File: src/rtl/alu_pkg.sv
// Shared character codes, controller states and sizing helpers for the RPN
// calculator ALU.
package alu_pkg;

    localparam logic [7:0] CH_0     = 8'h30;
    localparam logic [7:0] CH_9     = 8'h39;
    localparam logic [7:0] CH_PLUS  = 8'h2B;
    localparam logic [7:0] CH_MINUS = 8'h2D;
    localparam logic [7:0] CH_MUL   = 8'h2A;
    localparam logic [7:0] CH_DIV   = 8'h2F;
    localparam logic [7:0] CH_EQ    = 8'h3D;
    localparam logic [7:0] CH_LPAR  = 8'h28;
    localparam logic [7:0] CH_RPAR  = 8'h29;
    localparam logic [7:0] CH_NL    = 8'h0A;
    localparam logic [7:0] CH_E     = 8'h45;

    typedef enum logic [1:0] {IDLE, EXEC, CONVERT, EMIT} alu_state_e;

    // Decimal digits needed for magnitudes up to 2**w (30103/100000 ~ log10(2)).
    function automatic int dec_digits(input int w);
        return (w * 30103) / 100000 + 1;
    endfunction

endpackage

File: src/rtl/alu_bin2dec.sv
// Iterative shift-add-3 binary to BCD converter; done pulses exactly DATA_W+1
// cycles after start, with sign and BCD magnitude held until the next start.
module alu_bin2dec
    import alu_pkg::*;
#(
    parameter int DATA_W = 16,
    parameter int NDIG   = dec_digits(DATA_W)
) (
    input  logic                clk,
    input  logic                reset,
    input  logic                i_start,
    input  logic [DATA_W-1:0]   i_value,
    output logic                o_done,
    output logic                o_neg,
    output logic [4*NDIG-1:0]   o_bcd
);

    localparam int CW = $clog2(DATA_W + 1);

    logic [DATA_W-1:0] r_mag;
    logic [CW-1:0]     r_cnt;
    logic [4*NDIG-1:0] r_bcd;
    logic [4*NDIG-1:0] w_adj;
    logic              r_neg;
    logic              r_done;

    always_comb begin
        w_adj = r_bcd;
        for (int i = 0; i < NDIG; i++) begin
            if (r_bcd[4*i +: 4] >= 4'd5)
                w_adj[4*i +: 4] = r_bcd[4*i +: 4] + 4'd3;
        end
    end

    always_ff @(posedge clk) begin
        if (reset) begin
            r_mag  <= '0;
            r_cnt  <= '0;
            r_bcd  <= '0;
            r_neg  <= 1'b0;
            r_done <= 1'b0;
        end else begin
            r_done <= 1'b0;
            if (i_start) begin
                r_neg <= i_value[DATA_W-1];
                // Unsigned view of the negated value covers the most negative input.
                r_mag <= i_value[DATA_W-1] ? -i_value : i_value;
                r_bcd <= '0;
                r_cnt <= CW'(DATA_W);
            end else if (r_cnt != '0) begin
                r_bcd <= {w_adj[4*NDIG-2:0], r_mag[DATA_W-1]};
                r_mag <= {r_mag[DATA_W-2:0], 1'b0};
                r_cnt <= r_cnt - CW'(1);
                if (r_cnt == CW'(1))
                    r_done <= 1'b1;
            end
        end
    end

    assign o_done = r_done;
    assign o_neg  = r_neg;
    assign o_bcd  = r_bcd;

endmodule

File: src/rtl/alu.sv
// Character-driven RPN calculator: digits push, + - * / combine the top two
// entries, '=' prints the top of stack as decimal ASCII followed by newline.
module alu
    import alu_pkg::*;
#(
    parameter int DATA_W      = 16,
    parameter int STACK_DEPTH = 8
) (
    input  logic       clk,
    input  logic       reset,
    input  logic       in_stb,
    input  logic [0:7] in_char,
    output logic       in_ack,
    output logic       out_stb,
    output logic [0:7] out_char,
    input  logic       out_ack
);

    localparam int NDIG = dec_digits(DATA_W);
    localparam int SPW  = $clog2(STACK_DEPTH + 1);
    localparam int IW   = (STACK_DEPTH > 1) ? $clog2(STACK_DEPTH) : 1;
    localparam int DW   = (NDIG > 1) ? $clog2(NDIG) : 1;

    logic signed [DATA_W-1:0] r_stack [STACK_DEPTH];
    logic [SPW-1:0]  r_sp;
    logic            r_err;
    alu_state_e      r_state;
    logic [7:0]      r_char;
    logic            r_start;
    logic            r_show_err;
    logic [DW-1:0]   r_idx;
    logic            r_more;
    logic            r_in_ack;
    logic            r_out_stb;
    logic [7:0]      r_out_char;

    logic [IW-1:0]            w_ip, w_i1, w_i2;
    logic signed [DATA_W-1:0] w_top, w_sec, w_res, w_q;
    logic signed [DATA_W:0]   w_a, w_b;
    logic                     w_is_digit, w_is_op;
    logic                     w_done, w_neg;
    logic [4*NDIG-1:0]        w_bcd;
    logic [DW-1:0]            w_msd;
    logic [3:0]               w_nib_msd, w_nib_idx;

    assign w_ip  = IW'(r_sp);
    assign w_i1  = IW'(r_sp - SPW'(1));
    assign w_i2  = IW'(r_sp - SPW'(2));
    assign w_top = r_stack[w_i1];
    assign w_sec = r_stack[w_i2];

    assign w_is_digit = (r_char >= CH_0) && (r_char <= CH_9);
    assign w_is_op    = r_char inside {CH_PLUS, CH_MINUS, CH_MUL, CH_DIV};

    // One extra bit keeps most-negative / -1 well defined before wrapping.
    assign w_a = {w_sec[DATA_W-1], w_sec};
    assign w_b = {w_top[DATA_W-1], w_top};
    assign w_q = DATA_W'(w_a / w_b);

    always_comb begin
        w_res = '0;
        case (r_char)
            CH_PLUS:  w_res = w_sec + w_top;
            CH_MINUS: w_res = w_sec - w_top;
            CH_MUL:   w_res = w_sec * w_top;
            CH_DIV:   w_res = w_q;
            default:  w_res = '0;
        endcase
    end

    alu_bin2dec #(.DATA_W(DATA_W), .NDIG(NDIG)) u_b2d (
        .clk     (clk),
        .reset   (reset),
        .i_start (r_start),
        .i_value (w_top),
        .o_done  (w_done),
        .o_neg   (w_neg),
        .o_bcd   (w_bcd)
    );

    always_comb begin
        w_msd = '0;
        for (int i = 0; i < NDIG; i++) begin
            if (w_bcd[4*i +: 4] != 4'd0)
                w_msd = DW'(i);
        end
    end

    assign w_nib_msd = w_bcd[4*w_msd +: 4];
    assign w_nib_idx = w_bcd[4*r_idx +: 4];

    always_ff @(posedge clk) begin
        if (reset) begin
            r_state    <= IDLE;
            r_sp       <= '0;
            r_err      <= 1'b0;
            r_char     <= '0;
            r_start    <= 1'b0;
            r_show_err <= 1'b0;
            r_idx      <= '0;
            r_more     <= 1'b0;
            r_in_ack   <= 1'b0;
            r_out_stb  <= 1'b0;
            r_out_char <= '0;
        end else begin
            r_in_ack <= 1'b0;
            r_start  <= 1'b0;
            case (r_state)
                IDLE: begin
                    if (in_stb) begin
                        r_char   <= in_char;
                        r_in_ack <= 1'b1;
                        r_state  <= EXEC;
                    end
                end
                EXEC: begin
                    r_state <= IDLE;
                    if (w_is_digit) begin
                        if (r_sp == SPW'(STACK_DEPTH)) begin
                            r_err <= 1'b1;
                        end else begin
                            r_stack[w_ip] <= DATA_W'(r_char[3:0]);
                            r_sp          <= r_sp + SPW'(1);
                        end
                    end else if (w_is_op) begin
                        if (r_sp < SPW'(2) || (r_char == CH_DIV && w_top == '0)) begin
                            r_err <= 1'b1;
                        end else begin
                            r_stack[w_i2] <= w_res;
                            r_sp          <= r_sp - SPW'(1);
                        end
                    end else if (r_char == CH_EQ) begin
                        r_state <= CONVERT;
                        if (r_err || r_sp == '0) begin
                            r_show_err <= 1'b1;
                            r_err      <= 1'b0;
                            r_sp       <= '0;
                        end else begin
                            r_show_err <= 1'b0;
                            r_start    <= 1'b1;
                        end
                    end
                end
                CONVERT: begin
                    if (r_show_err) begin
                        r_out_char <= CH_E;
                        r_out_stb  <= 1'b1;
                        r_more     <= 1'b0;
                        r_state    <= EMIT;
                    end else if (w_done) begin
                        r_out_stb <= 1'b1;
                        r_state   <= EMIT;
                        // r_idx names the next digit still owed after the current character.
                        if (w_neg) begin
                            r_out_char <= CH_MINUS;
                            r_idx      <= w_msd;
                            r_more     <= 1'b1;
                        end else begin
                            r_out_char <= {4'h3, w_nib_msd};
                            r_idx      <= w_msd - DW'(1);
                            r_more     <= (w_msd != '0);
                        end
                    end
                end
                EMIT: begin
                    if (out_ack) begin
                        if (r_out_char == CH_NL) begin
                            r_out_stb <= 1'b0;
                            r_state   <= IDLE;
                        end else if (r_more) begin
                            r_out_char <= {4'h3, w_nib_idx};
                            r_idx      <= r_idx - DW'(1);
                            if (r_idx == '0)
                                r_more <= 1'b0;
                        end else begin
                            r_out_char <= CH_NL;
                        end
                    end
                end
                default: r_state <= IDLE;
            endcase
        end
    end

    assign in_ack   = r_in_ack;
    assign out_stb  = r_out_stb;
    assign out_char = r_out_char;

endmodule

File: config.mk
export PLATFORM = sky130hd
export DESIGN_NAME = alu
export DESIGN_NICKNAME = d
export VERILOG_FILES = /design/src/rtl/alu_pkg.sv /design/src/rtl/alu_bin2dec.sv /design/src/rtl/alu.sv
export SDC_FILE = /design/constraint.sdc
export NUM_CORES = 1
export LEC_CHECK = 0
export ABC_AREA = 0
export CAP_MARGIN = 20
export CORE_MARGIN = 2
export CORE_UTILIZATION = 45
export DETAILED_ROUTE_END_ITERATION = 10
export SYNTH_ARGS = -nofsm -noshare
export SYNTH_HDL_FRONTEND = slang
export SYNTH_SLANG_ARGS = --single-unit
File: constraint.sdc
create_clock -name clk -period 34.9 [get_ports clk]
set_input_delay 3.49 -clock clk [delete_from_list [all_inputs] [get_ports clk]]
set_output_delay 3.49 -clock clk [all_outputs]
set_load 0.05 [all_outputs]
== Word level (Yosys, flattened, before mapping) ==
Memory sizes are Yosys's and may differ from the RTL's.
Index checks and enable logic that the tools add are counted.

* Register bits after elaboration: 74
* Latch bits: 0
* Output and inout port bits: 10
* ROM bits: 0
* Memories: 1
* Memory bits (writable): 128
* Input bits: 12
* Word-level logic and storage cells: 186

* Order comparisons: 8
* Bitwise operators: 6
* Mux-type cells: 81
* Div/mod/pow operators: 1
* $mul: 1
* Add/subtract/negate cells: 14
* Reduce and logical (&&, ||, !) cells: 32
* Shift operators: 2
* Eq/ne operators: 23

{| class="wikitable"
|+ Memory list
! name !! words !! bits a word !! read ports !! clocked after memory_dff !! wr ports !! line !! text
|-
| r_stack || 8 || 16 || 2 || 0 || 1 || alu.sv:24 || <nowiki>logic signed [DATA_W-1:0] r_stack [STACK_DEPTH];</nowiki>
|}

{| class="wikitable"
|+ Operators by type and width
! operator !! count
|-
| $mux 16 || 4
|-
| $pmux 16 s4 || 1
|-
| $eq 8x6->1 const B || 5
|-
| $mux 4 || 10
|-
| $shiftx 20x6->4 || 2
|-
| $mux 1 || 34
|-
| $mux 3 || 11
|-
| $mux 8 || 4
|-
| $ge 4x3->1 const B || 5
|-
| $reduce_bool 4->1 || 5
|-
| $div 17x17->17 || 1
|-
| $add 16x16->16 || 1
|-
| $add 4x2->4 const B || 4
|-
| $logic_not 16->1 || 1
|-
| $mul 16x16->16 || 1
|-
| $mux 2 || 8
|-
| $neg 16->16 || 1
|-
| $pmux 8 s2 || 1
|-
| $reduce_and 4->1 || 4
|-
| $reduce_or 16->1 || 1
|-
| $sub 16x16->16 || 1
|-
| $mux 5 || 3
|-
| $ne 2x2->1 const B || 7
|-
| $reduce_and 5->1 || 2
|-
| 35 further kinds || 51
|}

== Longest topological paths before layout ==
Gate-level depths: netlist (run 1).
An unclocked memory read counts as a cell.

* Depth after elaboration: 13
* Depth in mapped cells: 192
* Depth with buffers taken out: 175

== Modules after synthesis ==
From an unflattened synthesis (run 1), not the netlist that was laid out.

* Cell total of the unflattened synthesis: 2827
* Area total of the unflattened synthesis: 24698.7 um^2

{| class="wikitable"
|+ Modules (own cells, without submodules)
! module !! area each (um^2) !! cells each !! instances !! sequential area each (um^2)
|-
| alu || 22255.1 || 2544 || 1 || 4444.3
|-
| alu_bin2dec || 2443.6 || 283 || 1 || 860.8
|}

== Worst setup path after synthesis (run 1) ==
OpenSTA, ideal clock, no wires.

* Path kind: reg2reg
* From: register r_sp[1]
* To: memory r_stack[0][14], data pin
* Stages on the path, launching flop included: 176
* Path buffers: 15
* Setup time: 0.224 ns
* Setup slack: -1.551 ns
* Required time: 34.676 ns
* Clock period less this slack: 36.451 ns
* Arrival time: 36.228 ns
* Cell sequence: dfxtp_1 buf_1 buf_1 clkbuf_1 inv_1 ha_1 buf_4 buf_4 mux2i_1 mux4_2 clkbuf_1 buf_1 ha_1 and2_1 o21a_2 and4_1 nor3_2 nor4_2 (+140 left out) nor2_1 a21oi_1 ha_1 nor2b_1 o21a_1 o21a_1 o21ai_0 nand2b_1 a21oi_1 o21ai_0 a31oi_1 o21a_1 ha_1 nand3_1 o41ai_1 xor2_1 nand2_1 a21oi_1

* Word-level cells in the longest chain between the ends: 13
* Elaborated cells on any way between the ends: 20
* Those cells by class: 4 x add/sub; 1 x mul; 1 x div; 1 x order compare; 8 x mux; 4 x reduce/logical; 1 x memory

{| class="wikitable"
|+ Ends and longest elaborated chain
! item !! line !! text
|-
| start: declaration || alu.sv:25 || <nowiki>logic [SPW-1:0] r_sp;</nowiki>
|-
| start signal: assignment || alu.sv:123 || <nowiki>r_sp <= r_sp + SPW'(1);</nowiki>
|-
| start signal: assignment || alu.sv:130 || <nowiki>r_sp <= r_sp - SPW'(1);</nowiki>
|-
| branches (longest 12 deep; another with $div 17x17->17) || n/a ||
|-
| $mux 16 (no line) (*) || n/a ||
|-
| end: declaration || alu.sv:24 ||
|}

Every way passes the cells marked *.

== Final worst setup path (run 1) ==
* From: register r_sp[2]
* To: memory r_stack[2][4], data pin

The elaborated chain is that of the path after synthesis.

==> results.md, run 1 <==
- Synth Area in Adders: 19.98%
- Synth-to-Final Area Change: 14.66%
- Die area: 0.05544 mm²
- Final HPWL DP: 61,640 µm
- Post-synth ARST share: 0%
- Worst Max-Slew Pin Slew: 1112 ps
- Final WL: 81,770 µm
- Most frequent CP cell: o21a_1
- Crit path launch type: flip-flop
- CP max stage cell: a222oi_1
- Ant. Diodes: 0
- Vias per Instance: 6.155
- Worst EP required: 35,100 ps
- Main combinational cell family by area after synthesis: adder cells
- Max Cap Viol: 0
- Critical path's largest stage delay: 730 ps
- First DRT Iteration DRCs: 1,839
- Clock transition at path regs: 60 ps
- Die Wd: 235.5 µm
- #FFs+latches synth: 201
- GRT Resource Usage Total: 28.48%
- Synthesized area: 0.02411 mm²
- CTS tree: done
- Maximum VDD drop: 0.03487 mV
- Nets: 3,216
- Leakage: 11.15 nW
- DRC: 0
- Post-Route Skew: 14.40 ps
- R2r setup slk: 1510 ps
- CTS H-tree lvls: 1
- WHS: 481.5 ps
- Ys flop type: edfxtp_1
- Synth Instances: 2,718
- Post-route cell area: 0.02764 mm²
- Setup-failing EPs final: 0
- Grt ovf: 0
- Root buffer cell: clkbuf_16
- Core area: 0.05276 mm²
- Initial antenna violation count: 0
- Max clock buf depth: 3
- HP Start: u_b2d.r_mag[11]
- Power per cell area: 22.12 mW/mm²
- Die Y: 235.5 µm
- Crit path arrival time: 33,590 ps
- Post-synthesis simple-gate area fraction: 18.41%
- Final period utilization: 95.68%
- Synth unique cells: 109
- Worst Hold Class: reg -> reg
- Antenna-violating nets left: 0
- Critical R2R Launch: r_sp[2]
- Kind of critical path: reg -> reg
- Buffers on Ports: 20
- Vias: 21,978
- Final Max Slew Viols: 0
- Post-Synth XOR/XNOR Area: 5.948%
- Fin. Hold Viols: 0
- FP Rows: 84
- Hold-fix buffers, CTS: 0
- Initial Util: 45.69%
- WL per Instance: 22.90 µm
- Largest cells by area after synthesis: edfxtp_1 (16%), ha_1 (13%), fa_1 (6.6%)
- Critical Path Sink Type: flip-flop
- IO Count: 22
- Compound-Gate Fraction of Synth Area: 17.76%
- Top cell type's share of synthesized area: 15.94%
- Status: completed
- Max FO, Critical Path: 13
- Avg Cell Area, Syn: 8.869 µm²
- Post-synth EDFFs: 128
- Worst slew margin: 25.60%
- Cts bufs inserted: 22
- Portion of netlist area occupied by mux cells: 10.43%
- Largest net degree at the start of global routing: 59
- Max Clk Rate: 0.02995 GHz
- Sink Count: 201
- Layout cells sized above 1: 17.55%
- Yosys Warn Count: 0
- Minimum clock period: 33,390 ps
- Placer Congestion: 0.9948
- Placed inst area: 0.02606 mm²
- Drt first pass iters: 8
- Seq/Total Area, Yosys: 22.01%
- First-pass GRT wire length: 124,600 µm
- Worst Setup SP: r_sp[2]
- Vias in the first global route: 21,586
- Top cell type by total area after synthesis: edfxtp_1
- Fill count: 4,854
- Clk_lat worst skew: 520 ps
==> Yosys cell counts (10+ instances only) <==
master      n
a211oi_1   29
nor3_1    106
o21a_1     73
buf_2      20
o211ai_1   19
clkbuf_1   57
mux2i_1    60
mux2_2     26
or2_2      24
nor4_1     10
a21o_1     34
or3_1      33
nand4_1    14
a31oi_1    31
nor3b_1    14
a21oi_1   137
dfxtp_1    73
xor2_1     41
inv_1     199
and3_1     32
edfxtp_1  128
fa_1       80
o31ai_1    12
and2_1     15
o22ai_1    15
buf_4      16
a22oi_1    16
o21ai_0   123
nor2b_1    20
mux4_2     64
nand2b_1   52
nor2_1    295
ha_1      257
a311oi_1   13
xnor2_1   114
nand3_1    47
nand2_1   217
==> sequential cells by signal, summed over array words and instances, names as in the netlist, named ones only <==
signal,flops
r_stack,128
u_b2d.o_bcd,20
u_b2d.r_mag,16
r_char,8
out_char,7
u_b2d.r_cnt,5
r_sp,4
r_idx,3
in_ack,1
out_stb,1
r_err,1
r_more,1
r_show_err,1
r_start,1
r_state,1
u_b2d.o_done,1
u_b2d.o_neg,1
==> cells by family (layout without fill, tap and decap cells) <==
kind of cell,count (synthesis),count (layout)
multiplexers,159,159
other,2,3
AND/OR/NAND/NOR,921,921
AO/OA/AOI/OAI,626,627
flip-flops,201,201
adder cells (fa/ha/maj),337,337
buffers and inverters,313,476
XOR/XNOR,159,159
==> per-stage QoR <==
stage	instances	setup TNS [ps]	setup slack (ps)	utilization, %	power, mW
2_1_floorplan	2719	0	49.68	-	0.3474
3_3_place_gp	3489	-20390	-467.1	49.39	0.3725
6_report	3571	0	1507	52.39	0.6113
4_1_cts	3537	0	4.754	51.18	0.6134
3_5_place_dp	3489	-136430	-1458	49.39	0.3738
5_1_grt	3571	-19090	-321.2	52.39	0.6378
==> critical path: cells and delay by family, from the launching register on <==
family / cells / cell delay [ps]
AOI/OAI and AO/OA: 93 / 18070
xor gates and xnor gates: 1 / 130
adders and majority gates: 18 / 5340
buffers and inverters: 14 / 2370
DFF: 1 / 380
muxes: 4 / 1310
and+or+nand+nor: 32 / 5430
==> cell usage in the layout (no fill, tap or decap), types with 26 or more instances in the layout <==
cell / n
a211oi_1: 26
a21o_1: 34
a21oi_1: 124
a31oi_1: 26
and3_1: 32
buf_4: 194
dfxtp_1: 70
edfxtp_1: 128
fa_1: 80
ha_1: 254
inv_1: 199
mux2i_1: 53
mux4_2: 65
nand2_1: 214
nand2b_1: 52
nand3_1: 45
nor2_1: 290
nor3_1: 103
o21a_1: 71
o21ai_0: 97
or3_1: 32
xnor2_1: 112
xor2_1: 39
==> layout make-up <==
type                    count  area [µm²]  share of cell area, %
multi-input cells        2206       18050                  65.29
clock inverters             9       137.6                 0.4979
well taps                 688       860.8                  3.114
inverters                 205       773.2                  2.797
repair buffers            231        1908                  6.903
flip-flops and latches    201        5311                  19.22
clock buffers              31       604.3                  2.186
==> path summary, 6_finish.rpt <==
check	to	cells past startpoint
max	r_stack[2][4]	162
min	u_b2d.r_mag[11]	2
max reg2reg	r_stack[2][4]	162
min reg2reg	u_b2d.r_mag[11]	2
==> report_power, final <==
part | switching (mW) | internal (mW)
logic | 0.0663 | 0.0378
registers | 0.00926 | 0.257
clock network | 0.0971 | 0.144
total | 0.173 | 0.439
==> layer usage <==
layer  up-vias  global-route usage, %  part of all wire, %
met2       833                  48.11                   47
met3       182                  2.920                  6.5
met5         -                      0                    0
met1     10766                  38.43                   43
met4         0                  8.917                  3.6
li1      10197                      -                    -
==> timing repair <==
action	in CTS	in global routing
setup buffers	8	30
gates resized for setup	32	99
pin swaps	7	34
cloned	0	3
setup endpoints to repair	128	128
hold endpoints to repair	0	0
(Power assumes the default switching activity.)
==> run 2: changes to the inputs <==
--- a/config.mk
+++ b/config.mk
@@ -10,6 +10,8 @@
 export CORE_MARGIN = 2
 export CORE_UTILIZATION = 45
 export DETAILED_ROUTE_END_ITERATION = 10
+export PLACE_DENSITY_LB_ADDON = 0.2
 export SYNTH_ARGS = -nofsm -noshare
 export SYNTH_HDL_FRONTEND = slang
 export SYNTH_SLANG_ARGS = --single-unit
+export TNS_END_PERCENT = 1
==> run 2 against run 1 <==
- largest power group unchanged
- non-clock buffer count grew 18
- flip-flop and latch count unchanged
- critical path type unchanged
- die area unchanged
- critical endpoint is now r_stack[5][12]
- maximum frequency rose by 0.58%
- clock power down 15%
- clock skew is 9.8 ps higher
- global-route usage fell by 0.73 points
- critical path depth is 2 lower
- highest routed layer unchanged
- hold slack got worse by 7.5 ps
- first-iteration DRC count is 6.1% lower
- utilization up 0.13 points
==> results.md, run 2 (synthesis results as in run 1) <==
- First-pass GRT wire length: 122,000 µm (-2.1%)
- Max clock buf depth: 3 (unchanged)
- CP max stage cell: a221o_1
- Worst Setup SP: r_sp[1]
- Most frequent CP cell: o21a_1
- Synth-to-Final Area Change: 14.95%
- Worst Hold Class: reg -> reg
- GR Util met1: 37.22% (-1.2 points)
- Die area: 0.05544 mm² (unchanged)
- CTS tree: done
- Final Max Slew Viols: 0 (unchanged)
- Core area: 0.05276 mm² (unchanged)
- HP Start: u_b2d.r_mag[15]
- Setup-failing EPs final: 0 (unchanged)
- Placed inst area: 0.02611 mm² (+0.20%)
- Final HPWL DP: 61,160 µm (-0.77%)
- Placer Congestion: 0.9920 (-0.28%)
- Clock transition at path regs: 70 ps (about the same)
- Fill count: 4,846 (-0.16%)
- Buffers on Ports: 20 (unchanged)
- Die Wd: 235.5 µm (unchanged)
- Kind of critical path: reg -> reg
- Cts bufs inserted: 19 (-14%)
- Critical Path Sink Type: flip-flop
- Most frequent cells in the layout: nor2_1 (291), ha_1 (252), nand2_1 (214)
- Grt ovf: 0 (unchanged)
- Met3 usage: 3.107% (+0.19 points)
- Ant. Diodes: 0 (unchanged)
- Crit path buf inv count: 11 (-3)
- Root buffer cell: clkbuf_16
- Vias in the first global route: 21,509 (-0.36%)
- Max Clk Rate: 0.03012 GHz (+0.58%)
- Drt first pass iters: 6 (-2)
- DRC: 0 (unchanged)
- Largest reg by FF count: r_stack
- Critical path's largest stage delay: 450 ps (-280 ps)
- Nets: 3,231 (+0.47%)
- Antenna-violating nets left: 0 (unchanged)
- GRT Resource Usage Total: 27.76% (-0.73 points)
- Largest register FFs: 128 (unchanged)
- Clk_lat worst skew: 510 ps (about the same)
- Die Y: 235.5 µm (unchanged)
- Post-route cell area: 0.02771 mm² (+0.25%)
- Worst EP required: 35,140 ps (+40 ps)
- Power per cell area: 20.77 mW/mm² (-6.1%)
- Layout Cells excl Fill: 3,582 (+0.31%)
- Hold-fix buffers, CTS: 0 (unchanged)
- Layout cells sized above 1: 18.49% (+0.94 points)
- Status: completed
- Worst Max-Slew Pin Slew: 1222 ps (+110.6 ps)
- Post-Route Skew: 24.19 ps (+9.799 ps)
- Crit path arrival time: 33,440 ps (-150 ps)
- Max Cap Viol: 0 (unchanged)
- Vias per Instance: 6.134 (-0.34%)
- Most common cell after layout, fill and taps aside: nor2_1
- Delay-heaviest family, CP: compound AO/OA/AOI/OAI gates
- Initial antenna violation count: 0 (unchanged)
- Initial Util: 45.69% (unchanged)
- Fin. Hold Viols: 0 (unchanged)
- Max FO, Critical Path: 15 (+2)
- Final WL: 79,810 µm (-2.4%)
- Largest net degree at the start of global routing: 59 (unchanged)
- IO Count: 22 (unchanged)
- FP Rows: 84 (unchanged)
- Sink Count: 201 (unchanged)
- Vias: 21,971 (-0.032%)
- Worst slew margin: 18.50% (-7.1 points)
- CTS H-tree lvls: 1 (unchanged)
- Final period utilization: 95.13% (-0.56 points)
- Minimum clock period: 33,200 ps (-193.9 ps)
- Critical R2R Launch: r_sp[1]
- Crit path launch type: flip-flop
- Maximum VDD drop: 0.04224 mV (+21%)
- WL per Instance: 22.28 µm (-2.7%)
- First DRT Iteration DRCs: 1,726 (-6.1%)
- Placed Cells incl. Taps: 3,496 (+0.20%)
- Leakage: 11.18 nW (+0.22%)
- GR met2 Demand/Resource: 47.05% (-1.1 points)
- Layer with the highest usage: met2
-- run 2: cell types whose count changed in the layout (fill, tap and decap cells not counted), sizes merged --
cell	delta
buf	+17
bufinv	-2
clkbuf	-4
clkinv	-2
inv	+2
-- run 2: area by class of cell --
type / count / area, µm² / share of cell area (%)
well taps: 688 / 860.8 / 3.107
multi-input cells: 2206 / 18120 / 65.40
clock inverters: 7 / 77.57 / 0.2799
repair buffers: 249 / 2039 / 7.360
clock buffers: 26 / 524.3 / 1.892
flip-flops and latches: 201 / 5311 / 19.17
inverters: 205 / 774.5 / 2.795
-- run 2: power breakdown --
part / switching (mW) / total [mW] / internal (mW)
registers: 0.00932 / 0.266 / 0.257
clock network: 0.0898 / 0.204 / 0.115
logic: 0.0666 / 0.105 / 0.0384
total: 0.166 / 0.576 / 0.410
-- run 2: per-layer routing --
metal	vias to the layer above	part of all wire, %
li1	10217	-
met1	10771	43
met2	815	47
met3	168	6.3
met4	0	3.4
met5	-	0
-- run 2: timing repair --
item                       in CTS  in global routing
resized for setup              30                118
hold endpoints to repair        0                  0
gates cloned                    0                  3
buffers inserted                7                 42
setup endpoints to repair     128                128
pin swaps                       5                 51
-- run 2: worst reg2reg max path: cells and delay by family, from the launching register on --
| kind | cells | cell delay, ps |
|---|---|---|
| multiplexers | 5 | 1900 |
| AO/OA/AOI/OAI | 86 | 15740 |
| AND/OR/NAND/NOR | 39 | 7500 |
| adder cells (fa/ha/maj) | 18 | 5410 |
| buffers and inverters | 11 | 1860 |
| XOR/XNOR | 1 | 160 |
| flip-flops | 1 | 360 |
-- run 2: path summary, 6_finish.rpt --
kind / slack [ps] / endpoint / cells after the start
hold reg to reg: 470 / u_b2d.o_bcd[0] / 2
hold / removal: 470 / u_b2d.o_bcd[0] / 2
setup reg to reg: 1700 / r_stack[5][12] / 160
setup / recovery: 1700 / r_stack[5][12] / 160
-- run 2: per-stage QoR --
stage	setup TNS [ps]	setup WS (ps)	total power, mW	utilization, %	hold WS [ps]
3_3_place_gp	-30300	-498.2	0.3720	49.47	467.5
5_1_grt	-6813	-188.6	0.6047	52.52	493.6
6_report	0	1701	0.5756	52.52	474.0
3_5_place_dp	-127980	-1269	0.3745	49.49	472.4
4_1_cts	0	12.63	0.5808	50.96	477.1
2_1_floorplan	0	49.68	0.3474	-	436.6
